--- config.mk ---
export PLATFORM = sky130hd
export DESIGN_NAME = eoc_trigger_sequencer
export DESIGN_NICKNAME = d
export VERILOG_FILES = /design/src/rtl/eoc_trigger_sequencer.sv
export SDC_FILE = /design/constraint.sdc
export NUM_CORES = 1
export LEC_CHECK = 0
export ABC_AREA = 1
export CORE_AREA = 5 5 169 171
export CTS_CLUSTER_DIAMETER = 50
export CTS_CLUSTER_SIZE = 16
export DETAILED_ROUTE_END_ITERATION = 12
export DIE_AREA = 0 0 174 176
export PLACE_DENSITY = 0.68
export SYNTH_ARGS = -nofsm -noshare
export SYNTH_HDL_FRONTEND = slang
export SYNTH_SLANG_ARGS = --single-unit
--- constraint.sdc ---
create_clock -name Clk -period 7.2 [get_ports Clk]
set_input_delay 1.44 -clock Clk [delete_from_list [all_inputs] [get_ports Clk]]
set_output_delay 1.44 -clock Clk [all_outputs]
set_load 0.01 [all_outputs]
--- src/rtl/eoc_trigger_sequencer.sv ---
// Trigger sequencer for the end-of-column readout.
// Expands 4-bit bunch-crossing commands into triggers and throttles them on column occupancy.
module eoc_trigger_sequencer #(
    parameter int NCOL       = 4,
    parameter int TAG_WIDTH  = 6,
    parameter int DROP_WIDTH = 12
) (
    input  logic                  Clk,
    input  logic                  ResetB,
    input  logic                  CmdValid,
    input  logic [3:0]            CmdPattern,
    input  logic [TAG_WIDTH-1:0]  CmdTag,
    output logic                  CmdReady,
    input  logic [NCOL*5-1:0]     ColReqIdBin,
    output logic                  TriggerOut,
    output logic [4:0]            TriggerIdGlobal,
    output logic                  TriggerDrop,
    output logic [DROP_WIDTH-1:0] DropCnt,
    output logic [4:0]            Occupancy,
    input  logic [4:0]            TagRdId,
    output logic [TAG_WIDTH+1:0]  TagRdData
);

    typedef enum logic {IDLE, SHIFT} state_t;

    state_t                 state, state_n;
    logic [3:0]             shreg;
    logic [1:0]             bit_idx;
    logic [TAG_WIDTH-1:0]   tag_q;
    logic                   accept;
    logic                   eval;
    logic                   hit;
    logic                   room;
    logic [TAG_WIDTH+1:0]   tag_mem [32];

    // Worst-case lag over all columns, mod-32 so the ID wrap is transparent
    always_comb begin
        logic [4:0] diff;
        Occupancy = '0;
        diff      = '0;
        for (int k = 0; k < NCOL; k++) begin
            diff = TriggerIdGlobal - ColReqIdBin[5*k +: 5];
            if (diff > Occupancy) Occupancy = diff;
        end
    end

    always_comb begin
        state_n  = state;
        CmdReady = 1'b0;
        eval     = 1'b0;
        unique case (state)
            IDLE: begin
                CmdReady = 1'b1;
                if (CmdValid) state_n = SHIFT;
            end
            SHIFT: begin
                eval = 1'b1;
                if (bit_idx == 2'd3) begin
                    CmdReady = 1'b1;
                    state_n  = CmdValid ? SHIFT : IDLE;
                end
            end
            default: state_n = IDLE;
        endcase
        accept = CmdValid && CmdReady;
        hit    = eval && shreg[3];
        room   = Occupancy < 5'd31;
    end

    always_ff @(posedge Clk or negedge ResetB) begin
        if (!ResetB) state <= IDLE;
        else         state <= state_n;
    end

    always_ff @(posedge Clk or negedge ResetB) begin
        if (!ResetB) begin
            shreg           <= '0;
            bit_idx         <= '0;
            tag_q           <= '0;
            TriggerOut      <= 1'b0;
            TriggerDrop     <= 1'b0;
            TriggerIdGlobal <= '0;
            DropCnt         <= '0;
            TagRdData       <= '0;
        end else begin
            if (accept) begin
                shreg   <= CmdPattern;
                tag_q   <= CmdTag;
                bit_idx <= '0;
            end else if (eval) begin
                shreg   <= {shreg[2:0], 1'b0};
                bit_idx <= bit_idx + 2'd1;
            end
            TriggerOut  <= hit && room;
            TriggerDrop <= hit && !room;
            if (hit && room) TriggerIdGlobal <= TriggerIdGlobal + 5'd1;
            if (hit && !room && DropCnt != {DROP_WIDTH{1'b1}})
                DropCnt <= DropCnt + DROP_WIDTH'(1);
            TagRdData <= tag_mem[TagRdId];
        end
    end

    // Tag storage has no reset; read above sees pre-write contents
    always_ff @(posedge Clk) begin
        if (hit && room) tag_mem[TriggerIdGlobal] <= {tag_q, bit_idx};
    end

endmodule

==> results.md <==
* Status: complete, no violations
* Vias in the first global route at 9,403
* Pre-CTS setup slack at -678 ps
* Hold Crit Class: reg -> reg
* Slowest CP cell: clkdlybuf4s50_1
* Port Buffers at 70
* Gr usage total at 20.7%
* Top Ports at 71
* Number of buffers created by CTS at 26
* Mean Syn Cell Area at 11.5 um2
* Fin. Hold Viols at 0
* Mapped Nets at 1,228
* Final Wtd Congestion at 0.872
* CTS root buffer: clkbuf_16
* Clk slew on worst S/H paths at 60 ps
* Total grt overflow at 0
* CTS tree: done
* Dominant cells by area after synthesis: edfxtp_1, dfrtp_1, nor2_1
* Fin. max-slew vios at 0
* Iter 0 DRT Violations at 840
* Final wirelength at 32,700 um
* Critical Path Fanout Max at 6
* DR WL/cell at 19.7 um
* Initial core utilization at 49.4%
* Routed Antenna Nets at 0
* Post-synth top flop: edfxtp_1
* Worst-Skew Late Latency at 540 ps
* Initial antenna violation count at 0
* Rel. slew slack at 19.7%
* First-pass GRT wire length at 50,400 um
* Slew @ Worst Pin at 1200 ps
* Layout cells sized above 1 at 19.4%
* Pre-antenna DRT Iters at 7
* Worst Path Class, Setup: in -> out
* Setup slack, reg-to-reg at 1480 ps
* Post-synth EDFFs at 256
* # nets final at 1,376
* # clock sinks at 296
* Async set or reset register ratio after synthesis at 13.5%
* Sequential fraction of the synthesis area at 65.8%
* CP arrival at 5590 ps
* Mapped cell area at 13,200 um2
* Worst EP required at 5760 ps
* Startpoint Class: primary input
* Vias/cell at 5.67
* Crit end category: output pin
* DR DRC count at 0
* Clock skew at 21.8 ps
* Largest net degree at the start of global routing at 69
* H-tree levels at 1
* Diodes inserted at 0
* Die X at 174 um
* Max incr delay on CP at 480 ps
* Register bit total from synthesis at 296
* Via Count at 9,406
* Final setup violation count at 0
* Warnings, synthesis at 0
* Worst setup margin at 167 ps
* DP HPWL at 19,600 um
* Cell variety after synth at 41
* Total core area at 26,700 um2
* Post-route clock period utilization at 97.7%
* Mapped Cells at 1,149
* Die Y at 176 um
* Clk buf depth at 3
* Num rows at 60
* Yosys top cell area share at 58.2%
* Max frequency at 142 MHz
* Area leader, netlist: edfxtp_1
* Most used cell, CP: nand2_2
* Final min period at 7030 ps
* Area Overhead vs Synth at 23.0%
* Max Cap Violations at 0
* DIE AREA at 30,600 um2
==> Yosys cell counts (12+ instances only) <==
| cell | count |
|---|---|
| nor2_1 | 185 |
| edfxtp_1 | 256 |
| nand2_1 | 144 |
| dfrtp_1 | 40 |
| o221ai_1 | 50 |
| inv_1 | 62 |
| nand3_1 | 58 |
| xnor2_1 | 12 |
| o21ai_0 | 138 |
| clkbuf_1 | 53 |
| ha_1 | 37 |
| nand4_1 | 17 |
| a21oi_1 | 13 |
| xor2_1 | 13 |
| o22ai_1 | 14 |
==> critical path: cells and delay by family <==
kind	cells	cell delay, ps
adders and majority gates	4	1020
and+or+nand+nor	18	1530
buffers and inverters	8	1130
AOI/OAI and AO/OA	3	450
==> layout make-up <==
cell class                 count  area (um2)
multi-input combinational    730        4490
tap                          341         427
fill                        2117       10500
timing repair buffer         179        1500
sequential                   296        8690
inverter                      64         246
clock inverter                14         185
clock buffer                  34         702
==> per-layer routing <==
metal,vias up,wire (um),global-route usage [%],share of wire [%]
met4,0,936,6.20,2.9
met3,71,2260,3.34,6.9
met1,4532,13500,28.2,41
li1,4435,-,-,-
met2,368,15900,34.6,49
met5,-,0,0,0
==> registers in the layout, indices dropped and copies added (netlist names) <==
name	cells
TriggerIdGlobal	5
TriggerOut	1
TagRdData	8
tag_q	6
tag_mem	256
DropCnt	12
shreg	4
TriggerDrop	1
state	1
bit_idx	2
==> what timing repair did <==
action / CTS / global route
pin swaps: 29 / 42
gates resized for setup: 61 / 69
hold buffers: 0 / 0
endpoints found under the setup margin: 5 / 5
buffers inserted: 9 / 4
==> final timing paths <==
path,startpoint,endpoint,depth (start not counted)
setup reg to reg,TriggerIdGlobal[0],tag_mem[21][0],39
min in group asynchronous,ResetB,TagRdData[4],1
max in group asynchronous,ResetB,TriggerIdGlobal[2],1
hold / removal,DropCnt[10],DropCnt[10],2
setup / recovery,ColReqIdBin[3],Occupancy[4],33
hold reg to reg,DropCnt[10],DropCnt[10],2
==> cell families after synthesis <==
logic type      after synthesis  synth area share [%]
fa+ha+maj                    41                  4.11
simple gates                427                  13.8
flops                       296                  65.8
xor+xnor                     26                  1.78
buf+inv                     123                  3.67
compound gates              236                  10.9
==> placed cells by master, fill, tap and decap left out, types with 3 or more instances in the layout <==
| master | n |
|---|---|
| a21oi_1 | 4 |
| a21oi_2 | 7 |
| a31oi_1 | 8 |
| a32oi_1 | 7 |
| buf_2 | 5 |
| buf_4 | 108 |
| buf_6 | 4 |
| bufinv_16 | 3 |
| clkbuf_1 | 7 |
| clkbuf_16 | 27 |
| clkdlybuf4s50_1 | 58 |
| clkinv_2 | 5 |
| dfrtp_1 | 40 |
| edfxtp_1 | 256 |
| ha_1 | 22 |
| ha_4 | 13 |
| inv_1 | 52 |
| inv_2 | 9 |
| inv_6 | 3 |
| nand2_1 | 114 |
| nand2_2 | 25 |
| nand2_4 | 13 |
| nand3_1 | 46 |
| nand3_2 | 12 |
| nand4_1 | 17 |
| nor2_1 | 182 |
| nor2_4 | 4 |
| nor3_1 | 4 |
| o21ai_0 | 138 |
| o221ai_1 | 50 |
| o22ai_1 | 14 |
| xnor2_1 | 12 |
| xor2_1 | 12 |
==> through the flow <==
stage	hold slack, ps	util, %	TNS [ps]	cell area, um2	instances
global route	528	60.8	-352	16200	1658
floorplan	469	-	0	13200	1149
detailed placement	486	55.4	-5000	14800	1597
CTS	511	59.5	0	15900	1654
finish	509	60.8	0	16200	1658
global placement	484	55.4	-2420	14800	1597
Power is left out: the tool's default activity adds up to more than one toggle a clock period on the data nets, which glitch-free logic cannot reach.
